$ cat src/rtl/cms_pix28_package.sv
// Command-word layout, op codes, status bit map and decoder state encoding
// shared by the CMS pix28 firmware blocks.
package cms_pix28_package;

  localparam int windex_device_id_hi = 31;
  localparam int windex_device_id_lo = 28;
  localparam int windex_op_code_hi   = 27;
  localparam int windex_op_code_lo   = 24;
  localparam int windex_body_hi      = 23;
  localparam int windex_body_lo      = 0;

  localparam logic [3:0] firmware_id_1 = 4'h1;
  localparam logic [3:0] firmware_id_2 = 4'h2;
  localparam logic [3:0] firmware_id_3 = 4'h4;
  localparam logic [3:0] firmware_id_4 = 4'h8;

  typedef enum logic [3:0] {
    OP_CODE_NOOP              = 4'h0,
    OP_CODE_W_RST_FW          = 4'h1,
    OP_CODE_W_CFG_STATIC_0    = 4'h2,
    OP_CODE_R_CFG_STATIC_0    = 4'h3,
    OP_CODE_W_CFG_STATIC_1    = 4'h4,
    OP_CODE_R_CFG_STATIC_1    = 4'h5,
    OP_CODE_W_CFG_ARRAY_0     = 4'h6,
    OP_CODE_R_CFG_ARRAY_0     = 4'h7,
    OP_CODE_W_CFG_ARRAY_1     = 4'h8,
    OP_CODE_R_CFG_ARRAY_1     = 4'h9,
    OP_CODE_W_CFG_ARRAY_2     = 4'hA,
    OP_CODE_R_CFG_ARRAY_2     = 4'hB,
    OP_CODE_R_DATA_ARRAY_0    = 4'hC,
    OP_CODE_R_DATA_ARRAY_1    = 4'hD,
    OP_CODE_W_STATUS_FW_CLEAR = 4'hE,
    OP_CODE_W_EXECUTE         = 4'hF
  } op_code_t;

  localparam logic [4:0] status_index_rst_fw         = 5'd0;
  localparam logic [4:0] status_index_w_cfg_static_0 = 5'd1;
  localparam logic [4:0] status_index_r_cfg_static_0 = 5'd2;
  localparam logic [4:0] status_index_w_cfg_static_1 = 5'd3;
  localparam logic [4:0] status_index_r_cfg_static_1 = 5'd4;
  localparam logic [4:0] status_index_w_cfg_array_0  = 5'd5;
  localparam logic [4:0] status_index_r_cfg_array_0  = 5'd6;
  localparam logic [4:0] status_index_w_cfg_array_1  = 5'd7;
  localparam logic [4:0] status_index_r_cfg_array_1  = 5'd8;
  localparam logic [4:0] status_index_w_cfg_array_2  = 5'd9;
  localparam logic [4:0] status_index_r_cfg_array_2  = 5'd10;
  localparam logic [4:0] status_index_r_data_array_0 = 5'd11;
  localparam logic [4:0] status_index_r_data_array_1 = 5'd12;
  localparam logic [4:0] status_index_w_execute      = 5'd13;
  localparam logic [4:0] status_index_test1_done     = 5'd14;
  localparam logic [4:0] status_index_test2_done     = 5'd15;
  localparam logic [4:0] status_index_test3_done     = 5'd16;
  localparam logic [4:0] status_index_test4_done     = 5'd17;
  localparam logic [4:0] status_index_execute_err    = 5'd31;

  localparam logic [31:0] STATUS_VALID_MASK = 32'h8003_FFFF;

  typedef enum logic [2:0] {
    IDLE_CD     = 3'd0,
    DECODE_CD   = 3'd1,
    ARR_WAIT_CD = 3'd2,
    RESP_CD     = 3'd3,
    SOFT_RST_CD = 3'd4
  } state_t_sm_cmd_dec;

  localparam logic [2:0] ARR_SEL_CFG_0  = 3'd0;
  localparam logic [2:0] ARR_SEL_CFG_1  = 3'd1;
  localparam logic [2:0] ARR_SEL_CFG_2  = 3'd2;
  localparam logic [2:0] ARR_SEL_DATA_0 = 3'd3;
  localparam logic [2:0] ARR_SEL_DATA_1 = 3'd4;

  function automatic logic is_onehot4(input logic [3:0] v);
    return (v != 4'h0) && ((v & (v - 4'h1)) == 4'h0);
  endfunction

  function automatic logic [2:0] arr_sel_of(input op_code_t op);
    case (op)
      OP_CODE_W_CFG_ARRAY_1, OP_CODE_R_CFG_ARRAY_1: return ARR_SEL_CFG_1;
      OP_CODE_W_CFG_ARRAY_2, OP_CODE_R_CFG_ARRAY_2: return ARR_SEL_CFG_2;
      OP_CODE_R_DATA_ARRAY_0:                       return ARR_SEL_DATA_0;
      OP_CODE_R_DATA_ARRAY_1:                       return ARR_SEL_DATA_1;
      default:                                      return ARR_SEL_CFG_0;
    endcase
  endfunction

  // Completion bit for each op that reports one (execute handled separately).
  function automatic logic [4:0] status_index_of(input op_code_t op);
    case (op)
      OP_CODE_W_CFG_STATIC_0: return status_index_w_cfg_static_0;
      OP_CODE_R_CFG_STATIC_0: return status_index_r_cfg_static_0;
      OP_CODE_W_CFG_STATIC_1: return status_index_w_cfg_static_1;
      OP_CODE_R_CFG_STATIC_1: return status_index_r_cfg_static_1;
      OP_CODE_W_CFG_ARRAY_0:  return status_index_w_cfg_array_0;
      OP_CODE_R_CFG_ARRAY_0:  return status_index_r_cfg_array_0;
      OP_CODE_W_CFG_ARRAY_1:  return status_index_w_cfg_array_1;
      OP_CODE_R_CFG_ARRAY_1:  return status_index_r_cfg_array_1;
      OP_CODE_W_CFG_ARRAY_2:  return status_index_w_cfg_array_2;
      OP_CODE_R_CFG_ARRAY_2:  return status_index_r_cfg_array_2;
      OP_CODE_R_DATA_ARRAY_0: return status_index_r_data_array_0;
      OP_CODE_R_DATA_ARRAY_1: return status_index_r_data_array_1;
      OP_CODE_W_EXECUTE:      return status_index_w_execute;
      default:                return status_index_rst_fw;
    endcase
  endfunction

endpackage

$ cat src/rtl/cms_pix28_status_reg.sv
// Sticky status register: command completion bits, clear, and rising-edge
// capture of the per-test done levels.
module cms_pix28_status_reg
  import cms_pix28_package::*;
(
  input  logic        fw_axi_clk,
  input  logic        fw_rst_n,
  input  logic [31:0] set_i,
  input  logic        clr_i,
  input  logic [3:0]  test_done_i,
  output logic [31:0] status_o
);

  logic [31:0] status_q, status_d;
  logic [3:0]  td_prev_q;
  logic [3:0]  td_rise;

  assign td_rise = test_done_i & ~td_prev_q;

  // NOTE: every always_comb output gets a default first, so no path can infer a latch.
  always_comb begin
    status_d = clr_i ? '0 : status_q;
    status_d = status_d | set_i;
    // Edges are merged after the clear so a simultaneous done edge survives it.
    status_d[status_index_test1_done +: 4] = status_d[status_index_test1_done +: 4] | td_rise;
    status_d = status_d & STATUS_VALID_MASK;
  end

  // NOTE: state registers use non-blocking assignments so all flops update from pre-edge values.
  always_ff @(posedge fw_axi_clk or negedge fw_rst_n) begin
    if (!fw_rst_n) begin
      status_q  <= '0;
      td_prev_q <= '0;
    end else begin
      status_q  <= status_d;
      td_prev_q <= test_done_i;
    end
  end

  assign status_o = status_q;

endmodule

$ cat src/rtl/cms_pix28_cmd_decoder.sv
// Host command front-end: filters 32-bit command words by firmware id, decodes
// the op code and drives config registers, array access, execute and responses.
module cms_pix28_cmd_decoder
  import cms_pix28_package::*;
#(
  parameter logic [3:0] FIRMWARE_ID   = firmware_id_1,
  parameter int         RST_FW_CYCLES = 16
) (
  input  logic        fw_axi_clk,
  input  logic        fw_rst_n,
  input  logic        cmd_valid,
  input  logic [31:0] cmd_data,
  output logic        cmd_ready,
  output logic        resp_valid,
  output logic [31:0] resp_data,
  input  logic        resp_ready,
  output logic [23:0] cfg_static_0_reg,
  output logic [23:0] cfg_static_1_reg,
  output logic [23:0] execute_cfg,
  output logic        execute_pulse,
  input  logic        test_busy,
  input  logic [3:0]  test_done,
  output logic        arr_req,
  output logic        arr_wr,
  output logic [2:0]  arr_sel,
  output logic [23:0] arr_wdata,
  input  logic        arr_ack,
  input  logic [31:0] arr_rdata,
  output logic        fw_soft_rst_n,
  output logic [31:0] status_reg
);

  localparam logic [7:0] RST_CNT_INIT = 8'(RST_FW_CYCLES - 1);

  state_t_sm_cmd_dec state_q;
  logic [31:0] cmd_q;
  logic [7:0]  rst_cnt_q;
  logic        cmd_ready_q, resp_valid_q, execute_pulse_q, fw_soft_rst_n_q;
  logic [31:0] resp_data_q;
  logic [23:0] cfg_static_0_q, cfg_static_1_q, execute_cfg_q;
  logic        arr_req_q, arr_wr_q;
  logic [2:0]  arr_sel_q;
  logic [23:0] arr_wdata_q;

  logic [3:0]  cmd_dev_id;
  op_code_t    cmd_op;
  logic [23:0] cmd_body;
  logic        id_match, exec_ok;
  logic [31:0] status_set;
  logic        status_clr;

  assign cmd_dev_id = cmd_q[windex_device_id_hi:windex_device_id_lo];
  assign cmd_op     = op_code_t'(cmd_q[windex_op_code_hi:windex_op_code_lo]);
  assign cmd_body   = cmd_q[windex_body_hi:windex_body_lo];
  assign id_match   = (cmd_dev_id & FIRMWARE_ID) != 4'h0;
  assign exec_ok    = !test_busy && is_onehot4(cmd_body[15:12]);

  // Status updates land on the same edge as the state change they report.
  always_comb begin
    status_set = '0;
    status_clr = 1'b0;
    case (state_q)
      DECODE_CD: begin
        if (id_match) begin
          case (cmd_op)
            OP_CODE_W_RST_FW, OP_CODE_W_STATUS_FW_CLEAR: status_clr = 1'b1;
            OP_CODE_W_CFG_STATIC_0, OP_CODE_R_CFG_STATIC_0,
            OP_CODE_W_CFG_STATIC_1, OP_CODE_R_CFG_STATIC_1:
              status_set[status_index_of(cmd_op)] = 1'b1;
            OP_CODE_W_EXECUTE:
              status_set[exec_ok ? status_index_w_execute : status_index_execute_err] = 1'b1;
            default: ;
          endcase
        end
      end
      ARR_WAIT_CD: if (arr_ack) status_set[status_index_of(cmd_op)] = 1'b1;
      SOFT_RST_CD: if (rst_cnt_q == 8'd0) status_set[status_index_rst_fw] = 1'b1;
      default: ;
    endcase
  end

  always_ff @(posedge fw_axi_clk or negedge fw_rst_n) begin
    if (!fw_rst_n) begin
      state_q         <= IDLE_CD;
      cmd_q           <= '0;
      rst_cnt_q       <= '0;
      cmd_ready_q     <= 1'b0;
      resp_valid_q    <= 1'b0;
      resp_data_q     <= '0;
      execute_pulse_q <= 1'b0;
      fw_soft_rst_n_q <= 1'b1;
      cfg_static_0_q  <= '0;
      cfg_static_1_q  <= '0;
      execute_cfg_q   <= '0;
      arr_req_q       <= 1'b0;
      arr_wr_q        <= 1'b0;
      arr_sel_q       <= '0;
      arr_wdata_q     <= '0;
    end else begin
      execute_pulse_q <= 1'b0;
      case (state_q)
        IDLE_CD: begin
          cmd_ready_q <= 1'b1;
          if (cmd_valid && cmd_ready_q) begin
            cmd_q       <= cmd_data;
            cmd_ready_q <= 1'b0;
            state_q     <= DECODE_CD;
          end
        end
        DECODE_CD: begin
          state_q     <= IDLE_CD;
          cmd_ready_q <= 1'b1;
          if (id_match) begin
            case (cmd_op)
              OP_CODE_W_RST_FW: begin
                state_q         <= SOFT_RST_CD;
                cmd_ready_q     <= 1'b0;
                fw_soft_rst_n_q <= 1'b0;
                rst_cnt_q       <= RST_CNT_INIT;
                cfg_static_0_q  <= '0;
                cfg_static_1_q  <= '0;
                execute_cfg_q   <= '0;
              end
              OP_CODE_W_CFG_STATIC_0: cfg_static_0_q <= cmd_body;
              OP_CODE_W_CFG_STATIC_1: cfg_static_1_q <= cmd_body;
              OP_CODE_R_CFG_STATIC_0, OP_CODE_R_CFG_STATIC_1: begin
                resp_data_q  <= {8'h00, (cmd_op == OP_CODE_R_CFG_STATIC_0) ? cfg_static_0_q
                                                                           : cfg_static_1_q};
                resp_valid_q <= 1'b1;
                cmd_ready_q  <= 1'b0;
                state_q      <= RESP_CD;
              end
              OP_CODE_W_CFG_ARRAY_0, OP_CODE_R_CFG_ARRAY_0,
              OP_CODE_W_CFG_ARRAY_1, OP_CODE_R_CFG_ARRAY_1,
              OP_CODE_W_CFG_ARRAY_2, OP_CODE_R_CFG_ARRAY_2,
              OP_CODE_R_DATA_ARRAY_0, OP_CODE_R_DATA_ARRAY_1: begin
                arr_req_q   <= 1'b1;
                arr_wr_q    <= cmd_op inside {OP_CODE_W_CFG_ARRAY_0, OP_CODE_W_CFG_ARRAY_1,
                                              OP_CODE_W_CFG_ARRAY_2};
                arr_sel_q   <= arr_sel_of(cmd_op);
                arr_wdata_q <= cmd_body;
                cmd_ready_q <= 1'b0;
                state_q     <= ARR_WAIT_CD;
              end
              OP_CODE_W_EXECUTE: begin
                if (exec_ok) begin
                  execute_cfg_q   <= cmd_body;
                  execute_pulse_q <= 1'b1;
                end
              end
              default: ;
            endcase
          end
        end
        ARR_WAIT_CD: begin
          if (arr_ack) begin
            arr_req_q <= 1'b0;
            if (arr_wr_q) begin
              cmd_ready_q <= 1'b1;
              state_q     <= IDLE_CD;
            end else begin
              resp_data_q  <= arr_rdata;
              resp_valid_q <= 1'b1;
              state_q      <= RESP_CD;
            end
          end
        end
        RESP_CD: begin
          if (resp_ready) begin
            resp_valid_q <= 1'b0;
            cmd_ready_q  <= 1'b1;
            state_q      <= IDLE_CD;
          end
        end
        SOFT_RST_CD: begin
          if (rst_cnt_q == 8'd0) begin
            fw_soft_rst_n_q <= 1'b1;
            cmd_ready_q     <= 1'b1;
            state_q         <= IDLE_CD;
          end else begin
            rst_cnt_q <= rst_cnt_q - 8'd1;
          end
        end
        default: state_q <= IDLE_CD;
      endcase
    end
  end

  cms_pix28_status_reg u_status_reg (
    .fw_axi_clk  (fw_axi_clk),
    .fw_rst_n    (fw_rst_n),
    .set_i       (status_set),
    .clr_i       (status_clr),
    .test_done_i (test_done),
    .status_o    (status_reg)
  );

  assign cmd_ready        = cmd_ready_q;
  assign resp_valid       = resp_valid_q;
  assign resp_data        = resp_data_q;
  assign cfg_static_0_reg = cfg_static_0_q;
  assign cfg_static_1_reg = cfg_static_1_q;
  assign execute_cfg      = execute_cfg_q;
  assign execute_pulse    = execute_pulse_q;
  assign arr_req          = arr_req_q;
  assign arr_wr           = arr_wr_q;
  assign arr_sel          = arr_sel_q;
  assign arr_wdata        = arr_wdata_q;
  assign fw_soft_rst_n    = fw_soft_rst_n_q;

endmodule
$ cat config.mk
export PLATFORM = sky130hd
export DESIGN_NAME = cms_pix28_cmd_decoder
export DESIGN_NICKNAME = d
export VERILOG_FILES = /design/src/rtl/cms_pix28_package.sv /design/src/rtl/cms_pix28_status_reg.sv /design/src/rtl/cms_pix28_cmd_decoder.sv
export SDC_FILE = /design/constraint.sdc
export NUM_CORES = 1
export LEC_CHECK = 0
export CORE_ASPECT_RATIO = 0.75
export CORE_MARGIN = 2
export CORE_UTILIZATION = 48
export DETAILED_ROUTE_END_ITERATION = 16
export PLACE_DENSITY = 0.83
export SLEW_MARGIN = 5
export SYNTH_ARGS = -nofsm -noshare
export SYNTH_HDL_FRONTEND = slang
export SYNTH_HIERARCHICAL = 1
export SYNTH_SLANG_ARGS = --single-unit
$ cat constraint.sdc
create_clock -name fw_axi_clk -period 2.5 [get_ports fw_axi_clk]
set_input_delay 0.5 -clock fw_axi_clk [delete_from_list [all_inputs] [get_ports fw_axi_clk]]
set_output_delay 0.5 -clock fw_axi_clk [all_outputs]
set_load 0.05 [all_outputs]
* Word-level counts from Yosys, hierarchy flattened *
Memory sizes are Yosys's and may differ from the RTL's.
Index checks and enable logic that the tools add are counted.

storage, ports and cells
  bits in registers = 200
  bits in read-only memories = 128
  bits of input ports = 74
  output and inout bits = 169
  logic and storage cells = 171
  memories kept = 2

cells by class
  add/sub/neg operators = 2
  magnitude comparators = 6
  equal/unequal tests = 31
  multiplexer cells = 70
  bitwise logic cells = 5
  reduce and logical (&&, ||, !) cells = 38

memory list
  memory           depth  bits a word  rd ports  clocked after Yosys merged registers in  wr ports  line                     RTL
  (no name shown)  16     4            1         0                                        0         cms_pix28_package.sv:88  case (op)
  (no name shown)  16     4            1         0                                        0         cms_pix28_package.sv:88

operators by type and width
  cell                                                                                  number
  32-bit two-way mux                                                                    7
  24-bit one-hot mux with 2 select lines                                                3
  32-bit one-hot mux with 2 select lines                                                2
  31-bit one-hot mux with 2 select lines                                                1
  24-bit two-way mux                                                                    2
  4-bit equality test (second input constant)                                           8
  32-bit OR                                                                             1
  5-bit two-way mux                                                                     6
  1-bit two-way mux                                                                     28
  8-bit two-way mux                                                                     3
  4-bit AND reduction                                                                   5
  5-bit by 6-bit < comparator with 1-bit output (second input constant)                 3
  2-bit inequality test (second input constant)                                         9
  4-bit by 3-bit equality test with 1-bit output (second input constant)                4
  8-bit one-hot mux with 2 select lines                                                 1
  1-bit demux with 5-bit select                                                         3
  5-bit by 1-bit greater-or-equal comparator with 1-bit output (second input constant)  3
  3-bit two-way mux                                                                     5
  3-bit one-hot mux with 5 select lines                                                 1
  3-bit one-hot mux with 4 select lines                                                 1
  11-bit OR reduction                                                                   1
  5-bit AND reduction                                                                   2
  2-bit nonzero test                                                                    5
  3-bit one-hot mux with 3 select lines                                                 1
  29 further kinds                                                                      47

* Depth between registers and ports, before layout *
  word-level depth = 15
  gate-level depth with buffers = 9
  depth with buffers taken out = 8

* Hierarchy *
Netlist, hierarchy kept.

by module, submodules not included
  module                 times used  cells an instance  area an instance (sq um)  sequential area each (sq um)
  cms_pix28_cmd_decoder  1           715                7983.9                    4430.5
  cms_pix28_status_reg   1           62                 855.8                     575.6

* Least setup slack after synthesis *
No wires, ideal clock.

  path type = reg-to-reg
  start = register cmd_q[24]
  end = register u_status_reg.status_q[15] (netlist: u_status_reg/status_o[15])
  data arrival time = 1.998 ns
  data required time = 2.433 ns
  path slack = 0.434 ns
  cell stages (with the launch flop) = 9
  path buffers = 1
  period minus slack after synthesis = 2.066 ns
  cells stage by stage = dfrtp_1 -> inv_1 -> ha_1 -> clkbuf_1 -> nand2_1 -> o2bb2ai_1 -> or4b_4 -> nor2_1 -> a221o_1

between the ends
  cells in the longest elaborated chain, start to end = 13
  elaborated cells between the ends (all ways) = 36

ends and longest elaborated chain
  item                                                                                                                                                        line                          RTL
  from (decl)                                                                                                                                                 cms_pix28_cmd_decoder.sv:36   logic [31:0] cmd_q;
  from (signal assigned)                                                                                                                                      cms_pix28_cmd_decoder.sv:105  cmd_q <= cmd_data;
  memory 16 x 4 bit                                                                                                                                           -
  5-bit two-way mux                                                                                                                                           cms_pix28_cmd_decoder.sv:65   case (cmd_op)
  5-bit two-way mux                                                                                                                                           cms_pix28_cmd_decoder.sv:64   if (id_match) begin
  5-bit two-way mux                                                                                                                                           cms_pix28_cmd_decoder.sv:62   case (state_q)
  5-bit by 6-bit < comparator with 1-bit output (implied by the code) / 5-bit by 1-bit greater-or-equal comparator with 1-bit output (equally long branches)  cms_pix28_cmd_decoder.sv:69   status_set[status_index_of(cmd_op)] = 1'b1;
  1-bit logical AND (implied by the code)                                                                                                                     cms_pix28_cmd_decoder.sv:69
  1-bit two-way mux (implied by the code)                                                                                                                     cms_pix28_cmd_decoder.sv:69
  1-bit demux with 5-bit select                                                                                                                               cms_pix28_cmd_decoder.sv:69
  32-bit one-hot mux with 2 select lines                                                                                                                      cms_pix28_cmd_decoder.sv:65
  32-bit two-way mux                                                                                                                                          cms_pix28_cmd_decoder.sv:64
  31-bit one-hot mux with 2 select lines (*)                                                                                                                  cms_pix28_cmd_decoder.sv:62
  named net status_set[15]                                                                                                                                    cms_pix28_cmd_decoder.sv:49   logic [31:0] status_set;
  32-bit OR (*)                                                                                                                                               cms_pix28_status_reg.sv:23    status_d = status_d | set_i;
  4-bit OR (*)                                                                                                                                                cms_pix28_status_reg.sv:25    status_d[status_index_test1_done +: 4] = status_d[status_index_test1_done +: 4] | td_rise;
  named net u_status_reg.status_d[15]                                                                                                                         cms_pix28_status_reg.sv:14    logic [31:0] status_q, status_d;
  to (signal assigned)                                                                                                                                        cms_pix28_status_reg.sv:35    status_q <= status_d;
  to (decl)                                                                                                                                                   cms_pix28_status_reg.sv:14

Mark *: on every way through the listed nets, which the timed path passes. The rest lies on a longest branch. The select of a mux whose other input is x is not followed.
A chain may end at the register's enable or synchronous reset.

* Worst setup path after layout *
  start = register cmd_q[24]
  end = register execute_cfg_q[15] (netlist: execute_cfg[15])

between the ends
  cells in the longest elaborated chain, start to end = 3
  elaborated cells between the ends (all ways) = 6

ends and longest elaborated chain
  item                                                                                          line                          RTL
  4-bit equality test / 4-bit by 1-bit equality test with 1-bit output (equally long branches)  cms_pix28_cmd_decoder.sv:114  case (cmd_op)
  2-bit inequality test (no source line) / 2-bit nonzero test (equally long branches)           -
  4-bit AND reduction (no source line)                                                          -
  to (signal assigned)                                                                          cms_pix28_cmd_decoder.sv:147  execute_cfg_q <= cmd_body;
  to (decl)                                                                                     cms_pix28_cmd_decoder.sv:40   logic [23:0] cfg_static_0_q, cfg_static_1_q, execute_cfg_q;

Parallel ways exist; a longest one is shown, timed or not.

==> impl_metrics.ini <==
[outcome]
outcome = complete, no violations

[logic_synthesis]
synth_top_area_cell = dfrtp_1
netlist_top_cells_count = dfrtp_1 (199), nand2_1 (68), mux2_2 (57)
synth_top_family_by_area = compound AO/OA/AOI/OAI gates
avgSynthCellArea_sq_um = 11.38
synth_top_area_frac = 0.5633
syn-instance-count = 777
synthArstFlopShare = 1.000
synth_area_sq_mm = 0.008840
synth_flop_cell = dfrtp_1
synthAdderAreaFrac = 0.008493
synth-compound-area-share = 0.1393
synth-edff-count = 0
ys_seq_area_frac = 0.5663
synth_most_common_cell = dfrtp_1
synth-seq-cells = 200
synth_warnings = 6
synth_mux_area_frac = 0.1304
yosysUniqueCellTypes = 63
synthTopCellsByArea = dfrtp_1 (56%), mux2_2 (7.3%), mux2i_1 (5.8%)
synth_xor_area_frac = 0.003963
synthSimpleGateAreaFrac = 0.09526

[worst_setup_path]
cp_slowest_stage_delay_ns = 0.61
crit_slowest_cell = or3_1
crit_buf_inv = 1
endpoint_kind = register
cp_max_fo = 20
criticalPathCategory = reg2reg
path_cells = ha_1, nand2b_1, or3_1, buf_12, nand2_1, mux2i_1
cp_top_family = simple AND/OR/NAND/NOR gates
required_ns = 2.77
r2r_start = cmd_q[24]$_DFFE_PN0P_
rr_worst_depth = 6
arrival_ns = 2.57
crit_cells = 6
cp-startpoint = cmd_q[24]$_DFFE_PN0P_
start_kind = register

[timing]
min_period_ns = 2.302
hold_viol_final = 0
fmax_ghz = 0.4345
timing.final.setup_violations = 0
rsz0062_at_grt = false
finalCritPeriodShare = 0.9206
finClkSkew_ns = 0.01184
tns_ns = 0
maxSlewHeadroom = 0.4343
slew_viol_final = 0
worstMarginPinSlew_ns = 0.8485

[routing]
routedWlPerCell_um = 19.00
met2_length_um = 10730
drt_iter0_markers = 454
drt-met1-wl_um = 11210
finalWirelength_um = 23820
drtAntennaViolNets = 0
vias_per_cell = 5.451
wl_met3_um = 1635
firstDrtPassIters = 6
via_count = 6836
drcViolationCount = 0
top_layer = met4

[layout]
multi_input_area_sq_mm = 0.003417
drive_gt1_frac = 0.1304
nets = 1079
antennaDiodeCount = 0
area_growth_pct = 35.97
fillCellCount = 1350
seqCellArea_sq_mm = 0.005006
largest_reg_flops = 32

[floorplan]
start_util = 0.4947
io-pin-count = 243
dieArea_sq_mm = 0.01953
rows = 42
core_sq_mm = 0.01787
chipWidth_um = 160.7
dieHeight_um = 121.5

[power]
finalPower_uw = 17730
powerDensity_mw_per_mm2 = 1475
power_leakage_uw = 0.005521
peakVddDrop_mv = 0.9746

[clock_network]
post_cts_buffers = 0
clk_path_buf_depth = 2
cts_tree = done
clk_latency_ns = 0.43
cts.sinks = 200
cts_made_buffers = 17
htree_num_levels = 4
cts_resized = 0
cts-root-buf = clkbuf_16
path_clk_slew_ns = 0.07

[placed_design]
port_buffers = 226
place_hpwl_um = 16900
gp_congestion = 0.9021

[global_route]
grt_use_total = 0.2501
grt_pass1_vias = 6878
grt_pass1_wl_um = 37780
grt_max_degree = 77
antenna_found_initial = 0
overflow = 0

[hold_path]
hold_start = u_status_reg/status_o[11]$_DFF_PN0_
min_path_cells = 1
hold_class = reg2reg

[run]
cap_violations = 0
-- where the power goes --
part	switching [uW]	leakage, uW	total (uW)	internal (uW)
Sequential	1140	0.00248	5640	4500
Clock	1300	0.000274	2650	1350
Combinational	5940	0.00277	9440	3490
-- layout make-up --
class | instances | share of cell area
Tap cell | 242 | 0.02519
Clock inverter | 14 | 0.01145
Sequential cell | 200 | 0.4165
Clock buffer | 18 | 0.03654
Inverter | 40 | 0.01249
Multi-Input combinational cell | 486 | 0.2843
Timing Repair Buffer | 254 | 0.2135
-- timing repair --
item                                    in CTS  in global routing
hold buffers                                 1                  0
endpoints found under the hold margin       34                  0
endpoints found under the setup margin       0                  0
-- metrics by stage --
stage          utilization  setup WS [ns]  hold slack [ns]  std cells  cell area, sq um
2_1_floorplan            -         0.4345           0.2044        790              8889
4_1_cts             0.6727         0.2160           0.4845       1254             12020
3_5_place_dp        0.6398         0.2254           0.4321       1221             11430
3_3_place_gp        0.6398         0.2824           0.4322       1221             11430
5_1_grt             0.6727       0.004411           0.4986       1254             12020
6_report            0.6727         0.1984           0.4838       1254             12020
-- layer usage --
layer / GRT usage / vias to the layer above
met4: 0.05580 / 0
met2: 0.3815 / 254
met1: 0.3632 / 3427
met3: 0.06562 / 18
met5: 0 / -
li1: - / 3137
-- placed cells by master, fill, tap and decap left out, types with 4 or more instances in the layout --
cell type        count
nand2b_1             4
buf_4               20
a21o_1              16
ha_1                 6
mux2_2              57
dfrtp_1            199
o22ai_1              4
o21ai_0             39
nand2_1             68
buf_12               7
and3_1               4
conb_1              15
clkdlybuf4s50_1    225
nor2_1              54
inv_1               39
a221o_1              4
nand4_1              4
nand3_1              7
nor3_1              10
mux2i_1             51
clkbuf_16           17
nor2b_1              7
a21oi_1             32
a22o_1              52
-- cell families after synthesis --
kind of cell | Yosys count
other cells | 2
flops | 200
compound gates | 175
simple gates | 178
fa+ha+maj | 6
mux | 108
xor+xnor | 4
buf+inv | 104
-- final timing paths --
kind	slack, ns	end
worst min-delay path	0.48	u_status_reg/status_o[11]$_DFF_PN0_
worst max-delay path	0.20	execute_cfg[15]$_DFFE_PN0P_
worst max register to register	0.20	execute_cfg[15]$_DFFE_PN0P_
min in group asynchronous	0.53	arr_wdata[17]$_DFFE_PN0P_
max in group asynchronous	1.24	execute_cfg[3]$_DFFE_PN0P_
worst min register to register	0.48	u_status_reg/status_o[11]$_DFF_PN0_
Power figures use the tool's default switching activity.
